[config.mk]
export PLATFORM = sky130hd
export DESIGN_NAME = priority_decoder_dispatch
export DESIGN_NICKNAME = d
export VERILOG_FILES = /design/src/rtl/priority_decoder_dispatch_pkg.sv /design/src/rtl/priority_decoder_dispatch_rr_pick_n.sv /design/src/rtl/priority_decoder_dispatch.sv
export SDC_FILE = /design/constraint.sdc
export NUM_CORES = 1
export LEC_CHECK = 0
export CAP_MARGIN = 20
export CELL_PAD_IN_SITES_DETAIL_PLACEMENT = 1
export CELL_PAD_IN_SITES_GLOBAL_PLACEMENT = 2
export CORE_ASPECT_RATIO = 1.5
export CORE_UTILIZATION = 34
export DETAILED_ROUTE_END_ITERATION = 8
export PLACE_DENSITY_LB_ADDON = 0.3
export REMOVE_ABC_BUFFERS = 1
export SLEW_MARGIN = 0
export SYNTH_ARGS = -nofsm -noshare
export SYNTH_HDL_FRONTEND = slang
export SYNTH_HIERARCHICAL = 1
export SYNTH_SLANG_ARGS = --single-unit
[constraint.sdc]
create_clock -name clk -period 6.99 [get_ports clk]
set_clock_uncertainty 0.1 [all_clocks]
set_input_delay 1.7475 -clock clk [delete_from_list [all_inputs] [get_ports clk]]
set_output_delay 1.7475 -clock clk [all_outputs]
set_load 0.005 [all_outputs]
[src/rtl/priority_decoder_dispatch_pkg.sv]
// Shared types and helpers for the decode-and-dispatch block.
// Helpers work on 32-bit vectors so any IDX_W up to 5 can reuse them.
package priority_decoder_dispatch_pkg;

    localparam int IDX_W_DEF = 2;

    typedef enum logic {IDLE, OFFER} state_t;

    function automatic logic [31:0] onehot(input logic [4:0] idx);
        return 32'(1) << idx;
    endfunction

    function automatic logic [4:0] oh2idx(input logic [31:0] v);
        logic [4:0] r;
        r = '0;
        for (int i = 0; i < 32; i++)
            if (v[i]) r = r | 5'(i);
        return r;
    endfunction

    // mask = N-1; search starts just after last and wraps modulo N
    function automatic logic [31:0] rr_pick(input logic [31:0] vec,
                                            input logic [4:0]  last,
                                            input logic [4:0]  mask);
        logic [31:0] g;
        logic [4:0]  k;
        logic        found;
        g     = '0;
        found = 1'b0;
        for (int i = 1; i <= 32; i++) begin
            if (i <= int'(mask) + 1) begin
                k = (last + 5'(i)) & mask;
                if (vec[k] && !found) begin
                    g[k]  = 1'b1;
                    found = 1'b1;
                end
            end
        end
        return g;
    endfunction

endpackage

[src/rtl/priority_decoder_dispatch_rr_pick_n.sv]
// Combinational round-robin selector: one-hot grant of the first set bit after last.
module rr_pick_n
    import priority_decoder_dispatch_pkg::*;
#(
    parameter int IDX_W = IDX_W_DEF,
    localparam int N    = 1 << IDX_W
) (
    input  logic [N-1:0]     vec,
    input  logic [IDX_W-1:0] last,
    output logic [N-1:0]     grant,
    output logic             any
);

    logic [31:0] g32;

    always_comb begin
        g32   = rr_pick(32'(vec), 5'(last), 5'(N - 1));
        grant = g32[N-1:0];
        any   = |vec;
    end

endmodule

[src/rtl/priority_decoder_dispatch.sv]
// Decodes {v,y} events into a pending vector and dispatches them
// round-robin, one per valid/ready handshake.
module priority_decoder_dispatch
    import priority_decoder_dispatch_pkg::*;
#(
    parameter int IDX_W = IDX_W_DEF,
    localparam int N    = 1 << IDX_W
) (
    input  logic             clk,
    input  logic             rst,
    input  logic             in_v,
    input  logic [IDX_W-1:0] in_y,
    output logic [N-1:0]     dec,
    output logic             dec_v,
    output logic [N-1:0]     pending,
    output logic [N-1:0]     sel,
    output logic             sel_valid,
    input  logic             sel_ready,
    output logic             ovf,
    input  logic             ovf_clr
);

    state_t           state;
    logic [IDX_W-1:0] last;
    logic [IDX_W-1:0] sel_idx;
    logic [31:0]      set32;
    logic [N-1:0]     set_vec, clr_vec, pend_nxt;
    logic [N-1:0]     pick_vec, grant;
    logic [IDX_W-1:0] pick_last;
    logic             hs, any, ovf_hit;

    always_comb begin
        set32    = onehot(5'(in_y));
        set_vec  = in_v ? set32[N-1:0] : '0;
        hs       = sel_valid & sel_ready;
        clr_vec  = hs ? sel : '0;
        // set wins over a same-cycle clear, and that case is a fresh event
        pend_nxt = (pending & ~clr_vec) | set_vec;
        ovf_hit  = |(pending & set_vec & ~clr_vec);
        sel_idx  = IDX_W'(oh2idx(32'(sel)));
        // one selector: IDLE load from pending, OFFER reload excluding the accepted line
        if (state == OFFER) begin
            pick_vec  = pending & ~sel;
            pick_last = sel_idx;
        end else begin
            pick_vec  = pending;
            pick_last = last;
        end
    end

    rr_pick_n #(.IDX_W(IDX_W)) u_pick (
        .vec   (pick_vec),
        .last  (pick_last),
        .grant (grant),
        .any   (any)
    );

    always_ff @(posedge clk or posedge rst) begin
        if (rst) begin
            dec       <= '0;
            dec_v     <= 1'b0;
            pending   <= '0;
            sel       <= '0;
            sel_valid <= 1'b0;
            ovf       <= 1'b0;
            last      <= '1;
            state     <= IDLE;
        end else begin
            dec     <= set_vec;
            dec_v   <= in_v;
            pending <= pend_nxt;
            ovf     <= ovf_hit | (ovf & ~ovf_clr);
            case (state)
                IDLE: begin
                    if (any) begin
                        sel       <= grant;
                        sel_valid <= 1'b1;
                        state     <= OFFER;
                    end
                end
                OFFER: begin
                    if (hs) begin
                        last <= sel_idx;
                        if (any) begin
                            sel <= grant;
                        end else begin
                            sel       <= '0;
                            sel_valid <= 1'b0;
                            state     <= IDLE;
                        end
                    end
                end
                default: state <= IDLE;
            endcase
        end
    end

endmodule

==> impl_results.md, run 1 <==
* Yosys warnings at 6
* Proportion of synthesized flip-flops having asynchronous set or reset at 100%
* Unrepaired setup endpoints after global routing: no
* Dominant cells by area after synthesis: dfrtp_1 34%, ha_1 8.6%, dfstp_2 4.5%
* Die area at 0.00368 mm2
* Hold WS at 0.385 ns
* Wirelength per Cell at 17.5 um
* Flop2flop setup slack at 3.37 ns
* Rel. slew slack at 48.3%
* N_diodes at 0
* Worst flop-to-flop path endpoint: sel[2]
* Ys flop type: dfrtp_1
* Cell Count, Final, Fillers Out at 175
* Gpl congestion at 0.829
* Post-layout net count at 151
* Reg-to-reg startpoint: state
* Maximum VDD drop at 0.000229 V
* WP data required at 7.06 ns
* Synth top cells by count: 16 x dfrtp_1, 12 x inv_1, 9 x nand2_1, 9 x nor2_1, 8 x ha_1
* DRT Pass-1 Iters at 4
* Maximum clock path buffer count at 2
* DP HPWL at 2.38 mm
* CP Class: reg2reg
* Global-route wire length before repair at 4.84 mm
* Final Hold Fails at 0
* DRC at 0
* Hold crit path type: reg2reg
* Synth area leader: dfrtp_1
* Dpl cells at 171
* Register area share after synthesis at 38.7%
* Number of H-tree levels at 1
* Sw Pwr at 295 uW
* Total GRT Usage at 18.1%
* Core box area at 0.00322 mm2
* Pin count of the biggest net entering global routing at 19
* Final slew viol count at 0
* # setup viols final at 0
* Setup TNS at 0 ns
* Netlist cell types at 30
* CP Data Arrival Time at 3.70 ns
* Dpl ws at 3.39 ns
* Status: complete, no violations
* Layout cells sized above 1 at 6.67%
* Seq cells post-synth at 18
* Antenna viol nets, final at 0
* CP endpoint kind: register
* DRT iter0 DRCs at 16
* CP startpoint: state
* Top-count cell post-synth: dfrtp_1
* Post_cts resized at 0
* Worst reg2reg path depth at 10
* Root buffer cell: clkbuf_8
* Hold buffer count at cts at 0
* Worst setup SP type: register
* IO buf count at 21
* Site Rows at 25
* Fin crit share at 51.8%
* Fmax at 276 MHz
* Clock power frac at 11.4%
* Synth top area share at 34.2%
* Crit path max fanout at 15
* CP endpoint: sel[2]
* Die height at 73.8 um
* Final WL at 3.07 mm
* Post-route cell area at 0.00144 mm2
* Clock sinks at 18
* Internal at 376 uW
* Switching Share at 43.9%
* Initial antenna violation count at 0
* Gate power share at 62.2%
* Post-DR vias/cell at 5.48
* Vias in the first global route at 1,008
* Worst Tran Pin Value at 0.776 ns
* Area Overhead vs Synth at 23.0%
* Initial core utilization at 36.3%
* TritonCTS buffer count at 3
* Io pins at 22
* Final worst path period need at 3.62 ns
* Chip Width at 49.9 um
* Sequential power share at 26.3%
* PnR worst setup slack at 3.37 ns
* Cell Area, Placed at 0.00139 mm2
* Routed via count at 959
* Leakage at 0.612 nW
* Global route overflow at 0
* Max cap viols at 0
* Post-CTS Repair Setup Buffers at 0
* Synth Cell Area at 0.00117 mm2
* Power Total at 671 uW
* Post-synth EDFFs at 0
* Worst-Skew Late Latency at 0.26 ns
* Power Density at 466 mW/mm2
* Mapped Cells at 115
* Clk slew on worst S/H paths at 0.07 ns
* Final core utilization at 44.7%
* Synth Area per Inst at 10.2 um2
* Clock tree from TritonCTS: done
[power groups by stage]
stage | clock (mW) | sequential (mW) | combinational [mW]
final | 0.0767 | 0.177 | 0.417
after global routing | 0.0820 | 0.182 | 0.447
after CTS | 0.0775 | 0.177 | 0.416
after detailed placement | 0 | 0.179 | 0.413
after global placement | 0 | 0.179 | 0.400
after floorplan | 0 | 0.168 | 0.281
[kinds of logic (layout without fill, tap and decap cells)]
family,after synthesis,in the layout,synth area share [%]
compound gates,31,31,19.4
fa+ha+maj,8,8,8.56
buf+inv,17,37,6.95
flops,18,18,38.7
mux,6,6,10.1
simple gates,35,35,16.4
[worst max-delay path: stages, from the launching register on]
cell and delay [ns]:
dfrtp_1 0.60, nor2_1 0.08, a21oi_1 0.62, inv_1 0.24, ha_1 0.40, mux4_1 0.65
nor4b_4 0.33, nand2_1 0.10, o211ai_1 0.14, mux2i_1 0.11, o221ai_1 0.17
[metal layers]
layer,GRT usage [%],wire [um],vias to the layer above
li1,-,-,454
met1,18.7,1220,482
met2,35.1,1720,18
met3,2.28,73,5
met4,8.57,60,0
met5,0,0,-
[registers in the layout (all words and copies together) (netlist names)]
register,cells
pending,4
dec_v,1
sel,4
dec,4
last,2
sel_valid,1
ovf,1
state,1
[worst min path at each step]
stage               startpoint      end  slack (ns)  cells after the start
finish                 last[1]  last[1]        0.38                      2
global route           last[1]  last[1]        0.41                      2
CTS                    last[1]  last[1]        0.39                      2
detailed placement     last[1]  last[1]        0.38                      2
global placement       last[0]  last[0]        0.38                      2
floorplan              last[1]  last[1]        0.36                      2
[cells in the final DEF (no fill, tap or decap)]
master and n:
nand2b_1 2, clkdlybuf4s50_1 21, nand2_1 9, a21bo_4 1, o21ai_0 3, nand3_1 5
dfstp_2 2, mux2i_1 2, nor4b_4 1, ha_1 8, nand4_1 2, nor3b_1 4
nor2_1 9, inv_1 12, a32oi_1 2, mux4_2 2, a21boi_0 4, and2_1 1
clkbuf_8 3, o221ai_1 3, a21oi_1 7, o211ai_1 4, or4_1 1, dfrtp_1 16
mux4_1 2, nor2b_1 1, clkbuf_1 1, a21o_1 4, a32o_1 2, a31oi_1 1
[final cells by class]
class | count | area (um2)
Timing Repair Buffer | 21 | 210
Multi-Input combinational cell | 80 | 636
Fill cell | 361 | 1780
Inverter | 12 | 45.0
Sequential cell | 18 | 453
Tap cell | 40 | 50.0
Clock buffer | 4 | 45.0
No activity file was read; power rests on OpenSTA's default activity.
==> run 2: changes to the inputs <==
--- a/config.mk
+++ b/config.mk
@@ -9,7 +9,7 @@
 export CELL_PAD_IN_SITES_DETAIL_PLACEMENT = 1
 export CELL_PAD_IN_SITES_GLOBAL_PLACEMENT = 2
 export CORE_ASPECT_RATIO = 1.5
-export CORE_UTILIZATION = 34
+export CORE_UTILIZATION = 29
 export DETAILED_ROUTE_END_ITERATION = 8
 export PLACE_DENSITY_LB_ADDON = 0.3
 export REMOVE_ABC_BUFFERS = 1
==> constraint.sdc (replaced) <==
create_clock -name clk -period 3 [get_ports clk]
set_clock_uncertainty 0.1 [all_clocks]
set_input_delay 0.75 -clock clk [delete_from_list [all_inputs] [get_ports clk]]
set_output_delay 0.75 -clock clk [all_outputs]
set_load 0.005 [all_outputs]
==> run 2 against run 1 <==
Net effect: total power rose by 140%; cell count rose by 4.6%; clock-buffer cell count did not move; non-clock buffer count rose by 5; largest power group unchanged; hold slack improved by 0.014 ns.
==> impl_results.md, run 2 (synthesis gave the netlist of run 1 again) <==
* Cell chain of the critical path: nor2_1 -> a21oi_1 -> inv_1 -> ha_4 -> mux4_2 -> nor4b_4 -> nand2_1 -> o211ai_1 -> mux2i_1 -> o221ai_1
* Status: complete, no violations
* Chip Width at 53.9 um
* IO buf count at 21
* Io pins at 22
* Layout cells sized above 1 at 12.1%
* Routed via count at 976
* Maximum clock path buffer count at 2
* Post_cts resized at 0
* Wirelength per Cell at 17.5 um
* WP data required at 3.07 ns
* Die height at 79.8 um
* Hold buffer count at cts at 0
* Dpl ws at 0.112 ns
* Clock sinks at 18
* DRT iter0 DRCs at 11
* Commonest non-fill, non-tap cell in the layout: clkdlybuf4s50_1
* Worst-Skew Late Latency at 0.26 ns
* Max cap viols at 0
* Final core utilization at 39.7%
* Fmax at 353 MHz
* Final Hold Fails at 0
* Leakage at 0.633 nW
* Global route overflow at 0
* Unrepaired setup endpoints after global routing: no
* N_diodes at 0
* Initial antenna violation count at 0
* Die area at 0.00430 mm2
* Power Density at 1100 mW/mm2
* M3 GR Usage at 2.67%
* Biggest cell delay along the critical path at 0.54 ns
* CP Class: reg2reg
* DRT Pass-1 Iters at 4
* Number of H-tree levels at 1
* Setup TNS at 0 ns
* Reg-to-reg startpoint: last[1]
* Crit path max fanout at 4
* Antenna viol nets, final at 0
* Most frequent cells in the layout: 21 x clkdlybuf4s50_1, 16 x dfrtp_1, 11 x inv_1
* Worst reg2reg path depth at 10
* Root buffer cell: clkbuf_8
* Final slew viol count at 0
* Core box area at 0.00375 mm2
* PnR worst setup slack at 0.168 ns
* Routing usage on met2 at 32.2%
* Site Rows at 27
* Hold crit path type: reg2reg
* DP HPWL at 2.62 mm
* Post-layout net count at 156
* Clk slew on worst S/H paths at 0.07 ns
* Global-route wire length before repair at 5.26 mm
* Post-DR vias/cell at 5.33
* Most used routing layer: met2
* Pin count of the biggest net entering global routing at 19
* Final WL at 3.21 mm
* TritonCTS buffer count at 3
* CP Data Arrival Time at 2.90 ns
* Fin crit share at 94.4%
* Worst setup SP type: register
* Initial core utilization at 31.2%
* DRC at 0
* Area Overhead vs Synth at 27.3%
* Worst Hold Endpoint: last[0]
* Flop2flop setup slack at 0.17 ns
* Cell family contributing the most delay on the critical path: multiplexers
* Cells on Worst Hold Path at 2
* Maximum VDD drop at 0.000536 V
* Hold WS at 0.399 ns
* Bufs and invs on worst path at 1
* Met1 GRT Util at 18.7%
* Post-CTS Repair Setup Buffers at 0
* Vias in the first global route at 1,063
* Hold Path Origin: last[0]
* Total GRT Usage at 17.1%
* Rel. slew slack at 52.9%
* Crit path max-delay cell type: mux4_2
* Clock tree from TritonCTS: done
* Worst flop-to-flop path endpoint: sel[2]
* Top flop regs: dec x4, pending x4, sel x4
* # setup viols final at 0
* CP endpoint kind: register
* Final worst path period need at 2.83 ns
* Worst Tran Pin Value at 0.706 ns
* Gpl congestion at 0.763
run 2: cell types whose count changed in the layout (fill, tap and decap cells not counted):
cell,change
buf_4,+5
ha_1,-1
ha_4,+1
inv_1,-1
inv_2,+1
mux4_1,-1
mux4_2,+1
run 2: layout make-up:
cell class,instances,area (um2)
Tap cell,43,53.8
Clock buffer,4,45.0
Fill cell,419,2260
Timing Repair Buffer,26,248
Multi-Input combinational cell,80,644
Sequential cell,18,453
Inverter,12,45.0
run 2: report_power, final:
group          internal [mW]  switching, mW  total [mW]
sequential             0.321         0.0785       0.399
combinational          0.514          0.542        1.06
clock                 0.0944         0.0824       0.177
run 2: stage by stage:
step	instances	instance area, um2	total power [mW]
3_5_place_dp	179	1440	1.43
5_1_grt	183	1490	1.76
3_3_place_gp	179	1440	1.39
2_1_floorplan	110	1130	1.05
4_1_cts	183	1480	1.61
6_report	183	1490	1.63
run 2: per-layer routing:
layer / vias to the layer above / part of all wire [%]
li1: 467 / -
met1: 482 / 37
met2: 22 / 59
met3: 5 / 2.8
met4: 0 / 1.2
met5: - / 0
run 2: worst reg2reg max path: stages, from the launching register on:
cell and delay (ns):
dfstp_2 0.53, nor2_1 0.04, a21oi_1 0.17, inv_1 0.14, ha_4 0.31, mux4_2 0.54, nor4b_4 0.36, nand2_1 0.10
o211ai_1 0.15, mux2i_1 0.13, o221ai_1 0.18
run 2: worst max-delay path by stage:
| stage | from | end | slack, ns | cells after the start |
|---|---|---|---|---|
| floorplan | state | sel[2] | -0.16 | 10 |
| global placement | last[0] | sel[2] | 0.21 | 10 |
| detailed placement | last[0] | sel[2] | 0.11 | 10 |
| CTS | last[1] | sel[2] | 0.09 | 10 |
| global route | last[0] | sel[0] | 0.03 | 10 |
| finish | last[1] | sel[2] | 0.17 | 10 |
==> run 3: changes to the inputs <==
--- a/config.mk
+++ b/config.mk
@@ -9,7 +9,8 @@
 export CELL_PAD_IN_SITES_DETAIL_PLACEMENT = 1
 export CELL_PAD_IN_SITES_GLOBAL_PLACEMENT = 2
 export CORE_ASPECT_RATIO = 1.5
-export CORE_UTILIZATION = 29
+export CORE_MARGIN = 10
+export CORE_UTILIZATION = 32
 export DETAILED_ROUTE_END_ITERATION = 8
 export PLACE_DENSITY_LB_ADDON = 0.3
 export REMOVE_ABC_BUFFERS = 1
==> constraint.sdc (replaced) <==
create_clock -name clk -period 3.07 [get_ports clk]
set_clock_uncertainty 0.1 [all_clocks]
set_input_delay 0.7675 -clock clk [delete_from_list [all_inputs] [get_ports clk]]
set_output_delay 0.7675 -clock clk [all_outputs]
set_load 0.005 [all_outputs]
==> run 3 against run 2 <==
Net effect: sequential power fell by 2%; core utilization is 4.0 points higher; die area is 52% higher; cell count is 1.1% higher; clock power up 8%; sequential cell count is the same; first-iteration DRC count grew to 2.7 times the previous value; clock-buffer cell count unchanged; global-route usage is 6.4 points lower; sequential share of layout area decreased by 0.51 points; register-to-register slack about the same.
==> impl_results.md, run 3 (synthesis gave the netlist of run 1 again) <==
* Status: complete, no violations
* Die height at 94.1 um
* Worst-Skew Late Latency at 0.25 ns
* Maximum clock path buffer count at 2
* Bufs and invs on worst path at 1
* Gate power share at 64.5%
* Worst Tran Pin Value at 0.691 ns
* Layout cells sized above 1 at 15.4%
* Cell family contributing the most delay on the critical path: multiplexers
* # setup viols final at 0
* Chip Width at 69.4 um
* Fmax at 344 MHz
* Gpl congestion at 0.787
* CP Data Arrival Time at 2.97 ns
* Top flop regs: dec x4, pending x4, sel x4
* Maximum VDD drop at 0.000435 V
* DP HPWL at 2.83 mm
* DRT Pass-1 Iters at 4
* Worst setup SP type: register
* CP Class: reg2reg
* Reg area at 455 um2
* Cells on Worst Hold Path at 2
* Initial core utilization at 33.6%
* Routed via count at 983
* Switching Share at 42.8%
* CP endpoint kind: register
* Fillers at 396
* Global-route wire length before repair at 5.83 mm
* Setup TNS at 0 ns
* Root buffer cell: clkbuf_8
* Sw Pwr at 703 uW
* Initial antenna violation count at 0
* Core box area at 0.00348 mm2
* Die area at 0.00652 mm2
* Most frequent cells in the layout: 21 x clkdlybuf4s50_1, 14 x dfrtp_1, 12 x inv_1
* Power Total at 1.64 mW
* Hold Path Origin: last[1]
* Final Hold Fails at 0
* Post-DR vias/cell at 5.31
* IO buf count at 21
* Reg-to-reg startpoint: last[0]
* DRC at 0
* Vias in the first global route at 1,112
* Final worst path period need at 2.90 ns
* Clock sinks at 18
* CP startpoint: last[0]
* Area Overhead vs Synth at 30.2%
* Fin crit share at 94.6%
* Clk slew on worst S/H paths at 0.07 ns
* Total GRT Usage at 10.7%
* Clock tree from TritonCTS: done
* Crit path max fanout at 4
* Biggest cell delay along the critical path at 0.54 ns
* Wirelength per Cell at 18.9 um
* Final WL at 3.50 mm
* Hold buffer count at cts at 0
* Cell chain of the critical path: nor2_1 -> a21oi_1 -> inv_1 -> ha_4 -> mux4_2 -> nor4b_4 -> nand2_1 -> o211ai_1 -> mux2i_1 -> o221ai_1
* DRT iter0 DRCs at 30
* Leakage at 0.653 nW
* WP data required at 3.13 ns
* Antenna viol nets, final at 0
* Rel. slew slack at 53.9%
* Clock power frac at 11.7%
* Crit path max-delay cell type: dfstp_2
* Worst Hold Endpoint: last[1]
* Max cap viols at 0
* Internal at 941 uW
* Site Rows at 26
* Flop2flop setup slack at 0.17 ns
* Hold crit path type: reg2reg
* Worst flop-to-flop path endpoint: sel[2]
* Power Density at 1080 mW/mm2
* Sequential power share at 23.8%
* Pin count of the biggest net entering global routing at 19
* Final slew viol count at 0
* Unrepaired setup endpoints after global routing: no
* Worst reg2reg path depth at 10
* Global route overflow at 0
* Io pins at 22
* Multi-input gate area at 644 um2
* Commonest non-fill, non-tap cell in the layout: clkdlybuf4s50_1
* Number of H-tree levels at 1
* TritonCTS buffer count at 3
* Post-layout net count at 159
* N_diodes at 0
-- run 3: how the worst max path moves through the flow --
stage	endpoint	slack, ns	cells past startpoint
floorplan	sel[2]	-0.09	10
global placement	sel[2]	0.15	10
detailed placement	sel[2]	-0.03	10
CTS	sel[2]	0.05	10
global route	sel[2]	0.03	10
finish	sel[2]	0.17	10
-- run 3: layer usage --
layer	track usage [%]	routed length, um	vias up	share of wire [%]
met4	2.53	19	0	0.54
met1	10.4	1340	499	38
li1	-	-	468	-
met3	2.43	115	2	3.3
met5	0	0	-	0
met2	21.7	2020	14	58
-- run 3: layout make-up --
class / instances / share of cell area [%]
timing repair buffer: 29 / 17.7
tap: 42 / 3.45
sequential: 18 / 29.9
clock buffer: 4 / 3.62
inverter: 12 / 2.96
multi-input combinational: 80 / 42.3
-- run 3: repair_timing --
| item | in CTS | in global routing |
|---|---|---|
| pin swaps | 0 | 1 |
| gates cloned | 0 | 0 |
| setup buffers | 0 | 4 |
| resized for setup | 1 | 3 |
| endpoints found under the setup margin | 1 | 2 |
-- run 3: worst reg2reg max path: stages (launching register included) --
cell	delay, ns
dfstp_2	0.54
nor2_1	0.05
a21oi_1	0.20
inv_1	0.15
ha_4	0.31
mux4_2	0.54
nor4b_4	0.35
nand2_1	0.10
o211ai_1	0.16
mux2i_1	0.13
o221ai_1	0.19
-- run 3: power groups by stage --
stage | Sequential [mW] | Clock [mW] | Combinational [mW]
6_report | 0.391 | 0.192 | 1.06
5_1_grt | 0.403 | 0.209 | 1.17
4_1_cts | 0.391 | 0.199 | 1.02
3_5_place_dp | 0.396 | 0 | 1.01
3_3_place_gp | 0.395 | 0 | 0.961
2_1_floorplan | 0.383 | 0 | 0.640
-- run 3: stage by stage --
| step | cell area [um2] | utilization (%) | setup WS, ns | hold slack, ns | instances |
|---|---|---|---|---|---|
| 6_report | 1520 | 43.7 | 0.165 | 0.384 | 185 |
| 5_1_grt | 1520 | 43.7 | 0.0289 | 0.412 | 185 |
| 4_1_cts | 1480 | 42.6 | 0.0472 | 0.386 | 181 |
| 3_5_place_dp | 1430 | 41.0 | -0.0292 | 0.376 | 177 |
| 3_3_place_gp | 1430 | 41.0 | 0.154 | 0.372 | 177 |
| 2_1_floorplan | 1130 | - | -0.0921 | 0.359 | 110 |
